### src/rtl/parking_capacity_manager.sv
// Two-class (reserved/public) parking occupancy tracker with an internal
// time-of-day clock and an hourly reserved->public capacity schedule.
module parking_capacity_manager #(
  parameter int CNT_W          = 10,
  parameter int TOTAL_CAP      = 700,
  parameter int RSV_CAP_INIT   = 500,
  parameter int RSV_MIN        = 200,
  parameter int RELEASE_STEP   = 50,
  parameter int RELEASE_START  = 14,
  parameter int RELEASE_END    = 15,
  parameter int RESTORE_HOUR   = 16,
  parameter int TICKS_PER_HOUR = 60,
  parameter int START_HOUR     = 8
) (
  input  logic             clk,
  input  logic             rst,
  input  logic             entry_req,
  input  logic             entry_rsv,
  input  logic             exit_req,
  input  logic             exit_rsv,
  output logic             entry_grant,
  output logic             entry_deny,
  output logic             exit_ack,
  output logic             exit_err,
  output logic [CNT_W-1:0] rsv_parked,
  output logic [CNT_W-1:0] pub_parked,
  output logic [CNT_W-1:0] rsv_cap,
  output logic [CNT_W-1:0] pub_cap,
  output logic [CNT_W-1:0] rsv_free,
  output logic [CNT_W-1:0] pub_free,
  output logic             rsv_avail,
  output logic             pub_avail,
  output logic [4:0]       hour,
  output logic [7:0]       day
);

  localparam int TICK_W = (TICKS_PER_HOUR > 1) ? $clog2(TICKS_PER_HOUR) : 1;
  localparam logic [TICK_W-1:0] TICK_LAST = TICK_W'(TICKS_PER_HOUR - 1);
  localparam logic [CNT_W-1:0]  TOTAL     = CNT_W'(TOTAL_CAP);
  localparam logic [CNT_W-1:0]  RSV_INIT  = CNT_W'(RSV_CAP_INIT);
  localparam logic [CNT_W-1:0]  RSV_LOW   = CNT_W'(RSV_MIN);
  localparam logic [CNT_W-1:0]  STEP      = CNT_W'(RELEASE_STEP);
  localparam logic [CNT_W-1:0]  PUB_INIT  = CNT_W'(TOTAL_CAP - RSV_CAP_INIT);

  // Class index 1 = reserved, 0 = public.
  logic [CNT_W-1:0] parked_q [2];
  logic [CNT_W-1:0] parked_d [2];
  logic [CNT_W-1:0] cap_q    [2];
  logic [CNT_W-1:0] cap_d    [2];
  logic [CNT_W-1:0] free_c   [2];
  logic [1:0]       inc;
  logic [1:0]       dec;

  logic [TICK_W-1:0] tick_q, tick_d;
  logic [4:0]        hour_q, hour_d, hour_next;
  logic [7:0]        day_q, day_d;
  logic              hour_tick;

  logic entry_grant_q, entry_grant_d;
  logic entry_deny_q, entry_deny_d;
  logic exit_ack_q, exit_ack_d;
  logic exit_err_q, exit_err_d;

  logic [CNT_W-1:0] rsv_free_post;
  logic [CNT_W-1:0] release_amt;
  logic [CNT_W-1:0] target;
  logic [CNT_W-1:0] clamp_lo;
  logic [CNT_W-1:0] clamp_hi;
  logic [CNT_W-1:0] clamped;

  // Entry/exit decisions are taken on pre-edge registers, so a full class can
  // still release a car and an empty class can still admit one in one cycle.
  genvar gi;
  generate
    for (gi = 0; gi < 2; gi++) begin : g_class
      assign free_c[gi]   = cap_q[gi] - parked_q[gi];
      assign inc[gi]      = entry_req && (entry_rsv == 1'(gi)) && (free_c[gi] != '0);
      assign dec[gi]      = exit_req && (exit_rsv == 1'(gi)) && (parked_q[gi] != '0);
      assign parked_d[gi] = parked_q[gi] + CNT_W'(inc[gi]) - CNT_W'(dec[gi]);
    end
  endgenerate

  always_comb begin
    entry_grant_d = |inc;
    entry_deny_d  = entry_req && !(|inc);
    exit_ack_d    = |dec;
    exit_err_d    = exit_req && !(|dec);
  end

  always_comb begin
    hour_tick = (tick_q == TICK_LAST);
    tick_d    = hour_tick ? '0 : tick_q + TICK_W'(1);
    hour_next = (hour_q == 5'd23) ? 5'd0 : hour_q + 5'd1;
    hour_d    = hour_tick ? hour_next : hour_q;
    day_d     = (hour_tick && (hour_q == 5'd23)) ? day_q + 8'd1 : day_q;
  end

  // Rebalance works on post-event occupancy; min/clamp compare before
  // subtracting so nothing wraps.
  always_comb begin
    rsv_free_post = cap_q[1] - parked_d[1];
    release_amt   = (rsv_free_post < STEP) ? rsv_free_post : STEP;
    target        = cap_q[1];
    if ((hour_next >= 5'(RELEASE_START)) && (hour_next <= 5'(RELEASE_END))) begin
      target = cap_q[1] - release_amt;
    end else if (hour_next == 5'(RESTORE_HOUR)) begin
      target = RSV_LOW;
    end else if (hour_next == 5'd0) begin
      target = RSV_INIT;
    end
    clamp_lo = parked_d[1];
    clamp_hi = TOTAL - parked_d[0];
    if (target < clamp_lo) begin
      clamped = clamp_lo;
    end else if (target > clamp_hi) begin
      clamped = clamp_hi;
    end else begin
      clamped = target;
    end
    cap_d[1] = hour_tick ? clamped : cap_q[1];
    cap_d[0] = TOTAL - cap_d[1];
  end

  always_ff @(posedge clk or posedge rst) begin
    if (rst) begin
      parked_q[0]   <= '0;
      parked_q[1]   <= '0;
      cap_q[1]      <= RSV_INIT;
      cap_q[0]      <= PUB_INIT;
      tick_q        <= '0;
      hour_q        <= 5'(START_HOUR);
      day_q         <= '0;
      entry_grant_q <= 1'b0;
      entry_deny_q  <= 1'b0;
      exit_ack_q    <= 1'b0;
      exit_err_q    <= 1'b0;
    end else begin
      parked_q[0]   <= parked_d[0];
      parked_q[1]   <= parked_d[1];
      cap_q[0]      <= cap_d[0];
      cap_q[1]      <= cap_d[1];
      tick_q        <= tick_d;
      hour_q        <= hour_d;
      day_q         <= day_d;
      entry_grant_q <= entry_grant_d;
      entry_deny_q  <= entry_deny_d;
      exit_ack_q    <= exit_ack_d;
      exit_err_q    <= exit_err_d;
    end
  end

  assign entry_grant = entry_grant_q;
  assign entry_deny  = entry_deny_q;
  assign exit_ack    = exit_ack_q;
  assign exit_err    = exit_err_q;
  assign rsv_parked  = parked_q[1];
  assign pub_parked  = parked_q[0];
  assign rsv_cap     = cap_q[1];
  assign pub_cap     = cap_q[0];
  assign rsv_free    = free_c[1];
  assign pub_free    = free_c[0];
  assign rsv_avail   = (free_c[1] != '0);
  assign pub_avail   = (free_c[0] != '0);
  assign hour        = hour_q;
  assign day         = day_q;

endmodule

### config.mk
export PLATFORM = sky130hd
export DESIGN_NAME = parking_capacity_manager
export DESIGN_NICKNAME = d
export VERILOG_FILES = /design/src/rtl/parking_capacity_manager.sv
export SDC_FILE = /design/constraint.sdc
export NUM_CORES = 1
export LEC_CHECK = 0
export CORE_ASPECT_RATIO = 1.4
export CORE_MARGIN = 2
export CORE_UTILIZATION = 48
export CTS_CLUSTER_DIAMETER = 40
export DETAILED_ROUTE_END_ITERATION = 12
export PLACE_DENSITY = 0.69
export SLEW_MARGIN = 20
export SYNTH_ARGS = -nofsm -noshare
export SYNTH_HDL_FRONTEND = slang
export SYNTH_SLANG_ARGS = --single-unit
### constraint.sdc
create_clock -name clk -period 14.2 [get_ports clk]
set_clock_uncertainty 0.1 [all_clocks]
set_input_delay 2.13 -clock clk [delete_from_list [all_inputs] [get_ports clk]]
set_output_delay 2.13 -clock clk [all_outputs]
set_load 0.005 [all_outputs]
### Word-level counts from Yosys, hierarchy flattened

Cells that the tools add are included.

| storage, ports and cells | value |
|---|---|
| output and inout port bits | 79 |
| register bits | 63 |

| cells by class | value |
|---|---|
| magnitude comparators | 5 |
| equality and inequality tests | 3 |
| $add $sub $neg | 13 |
| multiplexer cells | 9 |
| reductions and logical operators | 21 |
| bitwise gates (word level) | 2 |

Operator list:

| operator | number |
|---|---|
| 10-bit 2-to-1 mux | 7 |
| 10-bit nonzero test | 4 |
| 10-bit subtractor | 4 |
| 10-bit by 1-bit adder with 10-bit output | 2 |
| 10-bit by 1-bit subtractor with 10-bit output | 2 |
| 10-bit subtractor (first input constant) | 2 |
| 1-bit logical AND | 12 |
| 5-bit equality test (second input constant) | 2 |
| 10-bit greater-than comparator | 1 |
| 10-bit < comparator | 1 |
| 10-bit by 6-bit < comparator with 1-bit output (second input constant) | 1 |
| 8-bit by 1-bit adder with 8-bit output (second input constant) | 1 |
| 6-bit by 1-bit adder with 6-bit output (second input constant) | 1 |
| 6-bit equality test (second input constant) | 1 |
| 6-bit 2-to-1 mux | 1 |
| 5-bit by 1-bit adder with 5-bit output (second input constant) | 1 |
| 5-bit by 4-bit greater-or-equal comparator with 1-bit output (second input constant) | 1 |
| 5-bit by 4-bit <= comparator with 1-bit output (second input constant) | 1 |
| 5-bit zero test | 1 |
| 5-bit 2-to-1 mux | 1 |
| 2-bit OR reduction | 2 |
| 1-bit zero test | 2 |
| 1-bit NOT | 2 |

### Depth between registers and ports, before layout

| depth | value |
|---|---|
| depth after elaboration | 15 |
| gate-level depth with buffers | 62 |
| gate-level depth less buffers | 61 |

### Least setup slack after synthesis

No wires, ideal clock.

| path | value |
|---|---|
| path type | register to register |
| from | register parked_q (netlist bit rsv_parked[1]) |
| to | register cap_q (netlist bit pub_cap[8]) |
| data arrival time | 11,335 ps |
| stages on the path, launching flop included | 59 |
| buffers on the path | 1 |
| library setup time | 133 ps |
| data required time | 13,967 ps |
| path slack | 2,631 ps |
| cells stage by stage | dfrtp_1 inv_1 ha_1 nor2b_1 o21ai_0 a21boi_0 o21ai_0 a21boi_0 o21ai_0 nand2b_1 a21o_1 a21oi_1 xnor2_1 or4_1 nand3_1 ha_1 inv_1 ha_1 (+23 left out) nand2b_1 a21oi_1 a311oi_4 nor3_1 o22ai_1 ha_1 nand3_1 nor2_1 o21a_1 a41oi_1 and4_1 o311a_2 o21ai_0 a21oi_1 ha_1 nor4_2 o21ai_1 xnor2_1 |

RTL lines:

| what | line | text |
|---|---|---|
| start, declared | 46 | `logic [CNT_W-1:0] parked_q [2];` |
| end, declared | 48 | `logic [CNT_W-1:0] cap_q [2];` |

==> summary.md <==
| Metric | Value |
|---|---|
| Post-synth top area cell | `dfrtp_1` |
| Vias/cell | `5.83` |
| Max cap viols | `0` |
| Drt drc | `0` |
| Final Setup Violations | `0` |
| DR WL/cell | `19.2 um` |
| Most frequent cells in the layout | `ha_1 (86), clkdlybuf4s50_1 (84), inv_1 (74)` |
| Critical path class | `reg -> reg` |
| Core area | `~0.013 mm2` |
| Vias in the first global route | `6096` |
| Initial core utilization | `48.8%` |
| Register area | `0.00156 mm2` |
| Worst path slowest cell | `nor4_1` |
| Synth Register Bits | `62` |
| Share of cells above drive strength 1 | `8.67%` |
| RSZ-0062 raised after global routing | `false` |
| Area Growth Syn to Fin | `21.7%` |
| Iter 0 DRT Violations | `between 300 and 400` |
| Mapped cell area | `0.00650 mm2` |
| Status | `finished, final reports clean` |
| Cells after Synth | `759` |
| GRT Overall Usage | `28.5%` |
| CP top delay family | `compound AO/OA/AOI/OAI gates` |
| Total CTS buffers | `9` |
| Peak fanout along the critical path | `11` |
| Cell row count | `50` |
| # diodes | `0` |
| Synth top area share | `approximately 20%` |
| Chip Width | `roughly 100 um` |
| Commonest non-fill, non-tap cell in the layout | `ha_1` |
| Final-layout fill cell count | `1204` |
| CP endpoint kind | `flop` |
| Min Tclk post-route | `13.23 ns` |
| Slew @ Worst Pin | `a little over 0.8 ns` |
| Die area | `0.0145 mm2` |
| Ports | `85` |
| Post-route ant nets | `0` |
| Hold Path Class | `reg -> reg` |
| Clk slew on worst S/H paths | `0.06 ns` |
| Router iterations before antenna repair | `5` |
| Post-synthesis sequential area ratio | `about a quarter` |
| Num Clock Sinks | `62` |
| Fin crit share | `93.1%` |
| Synth warn | `0` |
| Clk buf depth | `2` |
| Clock latency on the worst-skew pair | `0.34 ns` |
| I/O Buffers | `84` |
| Congestion Overflow GR | `0` |
| Die Y | `142 um` |
| Startpoint class of the critical path | `flop` |
| Max-slew violations | `0` |
| Multi-input gate area | `0.00459 mm2` |
| CTS tree | `built` |
| Synth cell types | `slightly above 90` |
| CP max stage delay | `0.63 ns` |
| WP buf/inv | `6` |
| EDFF count, synth | `0` |
| Global placer's final weighted congestion | `1.01` |
| Fin nets | `947` |
| Top_reg_cell synth | `dfrtp_1` |
| CTS Hold Buffers Added | `0` |
| Arr. time, crit path | `13.34 ns` |
| Final-report hold violation count | `0` |
| Setup_tns | `0 ns` |
| Asr flop ratio synth | `100%` |
| Area contributors post-synth | `dfrtp_1 (20%), ha_1 (17%), xnor2_1 (5.8%)` |
| WHS | `about 0.38 ns` |
| Synth Area per Inst | `8.56 um2` |
| Max Freq | `75.6 MHz` |
| Vias | `6038` |
| Worst EP required | `14.32 ns` |
| DP Wirelength | `between 15000 and 20000 um` |
| CTS H-tree depth | `3` |
| Rel. slew slack | `44.6%` |
| Root Buffer | `clkbuf_16` |
| Initial antenna violation count | `0` |
| Pin count of the biggest net entering global routing | `63` |
| Post-Route WL | `around 20000 um` |
| First-pass GRT wire length | `31300 um` |
## area by class of cell
class                   instances  share of cell area (%)
clock buffers                   9                    2.85
multi-input cells             607                    58.1
clock inverters                 7                    1.33
repair buffers                 93                    11.5
flip-flops and latches         62                    19.8
well taps                     182                    2.88
inverters                      76                    3.61
## routing by layer
layer | vias up | GRT usage, % | wire length [um]
li1 | 2896 | - | -
met1 | 2891 | 34.6 | 7900
met2 | 197 | 48.3 | 9930
met3 | 54 | 4.19 | 1030
met4 | 0 | 14.5 | 1050
met5 | - | 0 | 0
## Yosys cell counts, types with 3 or more instances
library cell and count:
ha_1 86, inv_1 75, nor2_1 62, nand2_1 53, dfrtp_1 52, xnor2_1 43, a21oi_1 37, o21ai_0 33
nor3_1 24, xor2_1 21, nand3_1 16, a21o_1 14, nand2b_1 14, nor2b_1 12, a31oi_1 11, clkbuf_1 11
dfstp_2 10, nand4_1 10, a211oi_1 9, nor4_1 9, mux2i_1 7, o21bai_1 7, a21boi_0 6, fa_1 6
o211ai_1 6, o21a_1 6, or3_1 6, a211o_1 5, mux2_2 5, nand3b_1 5, or2_2 5, and3_1 4
o22ai_1 4, o31ai_1 4, a21oi_2 3, and2_1 3, and4_1 3, buf_1 3, o21ai_1 3, o41ai_1 3
## registers in the layout, indices dropped and copies added, names as in the netlist
register     cells
entry_deny       1
rsv_parked      10
pub_cap          9
exit_err         1
entry_grant      1
day              8
hour             5
exit_ack         1
pub_parked      10
rsv_cap         10
tick_q           6
## cell families (layout without fill, tap and decap cells)
family	Yosys count	after routing	share of synthesized area [%]
buffers and inverters	92	185	5.49
multiplexers	13	13	2.12
AO/OA/AOI/OAI	184	184	20.2
flip-flops	62	62	24.1
other	1	3	0.0577
AND/OR/NAND/NOR	248	248	20.1
XOR/XNOR	67	67	9.47
adder cells (fa/ha/maj)	92	92	18.4
## worst paths after layout
kind	slack [ns]	cells past startpoint	endpoint	startpoint
hold / removal	0.38	1	day[7]	day[7]
min in group asynchronous	2.24	3	pub_parked[8]	rst
setup reg to reg	0.97	59	pub_cap[9]	rsv_parked[1]
max in group asynchronous	11.21	3	pub_parked[0]	rst
hold reg to reg	0.38	1	day[7]	day[7]
setup / recovery	0.97	59	pub_cap[9]	rsv_parked[1]
## timing repair
action / CTS / global route
gates resized for setup: 0 / 1
setup buffers: 0 / 0
endpoints found under the setup margin: 0 / 1
## metrics by stage
| step | instance area (um2) | setup WS (ns) | utilization, % | std cells |
|---|---|---|---|---|
| after CTS | 7910 | 1.14 | 59.3 | 1036 |
| final | 7910 | 0.973 | 59.3 | 1036 |
| after floorplan | 6500 | 2.63 | - | 761 |
| after detailed placement | 7570 | 1.19 | 56.8 | 1020 |
| after global placement | 7570 | 1.61 | 56.8 | 1020 |
| after global routing | 7910 | 0.0665 | 59.3 | 1036 |
Power is not shown: default switching activity piles up to over one toggle a cycle in this logic, so the estimate is an artifact.
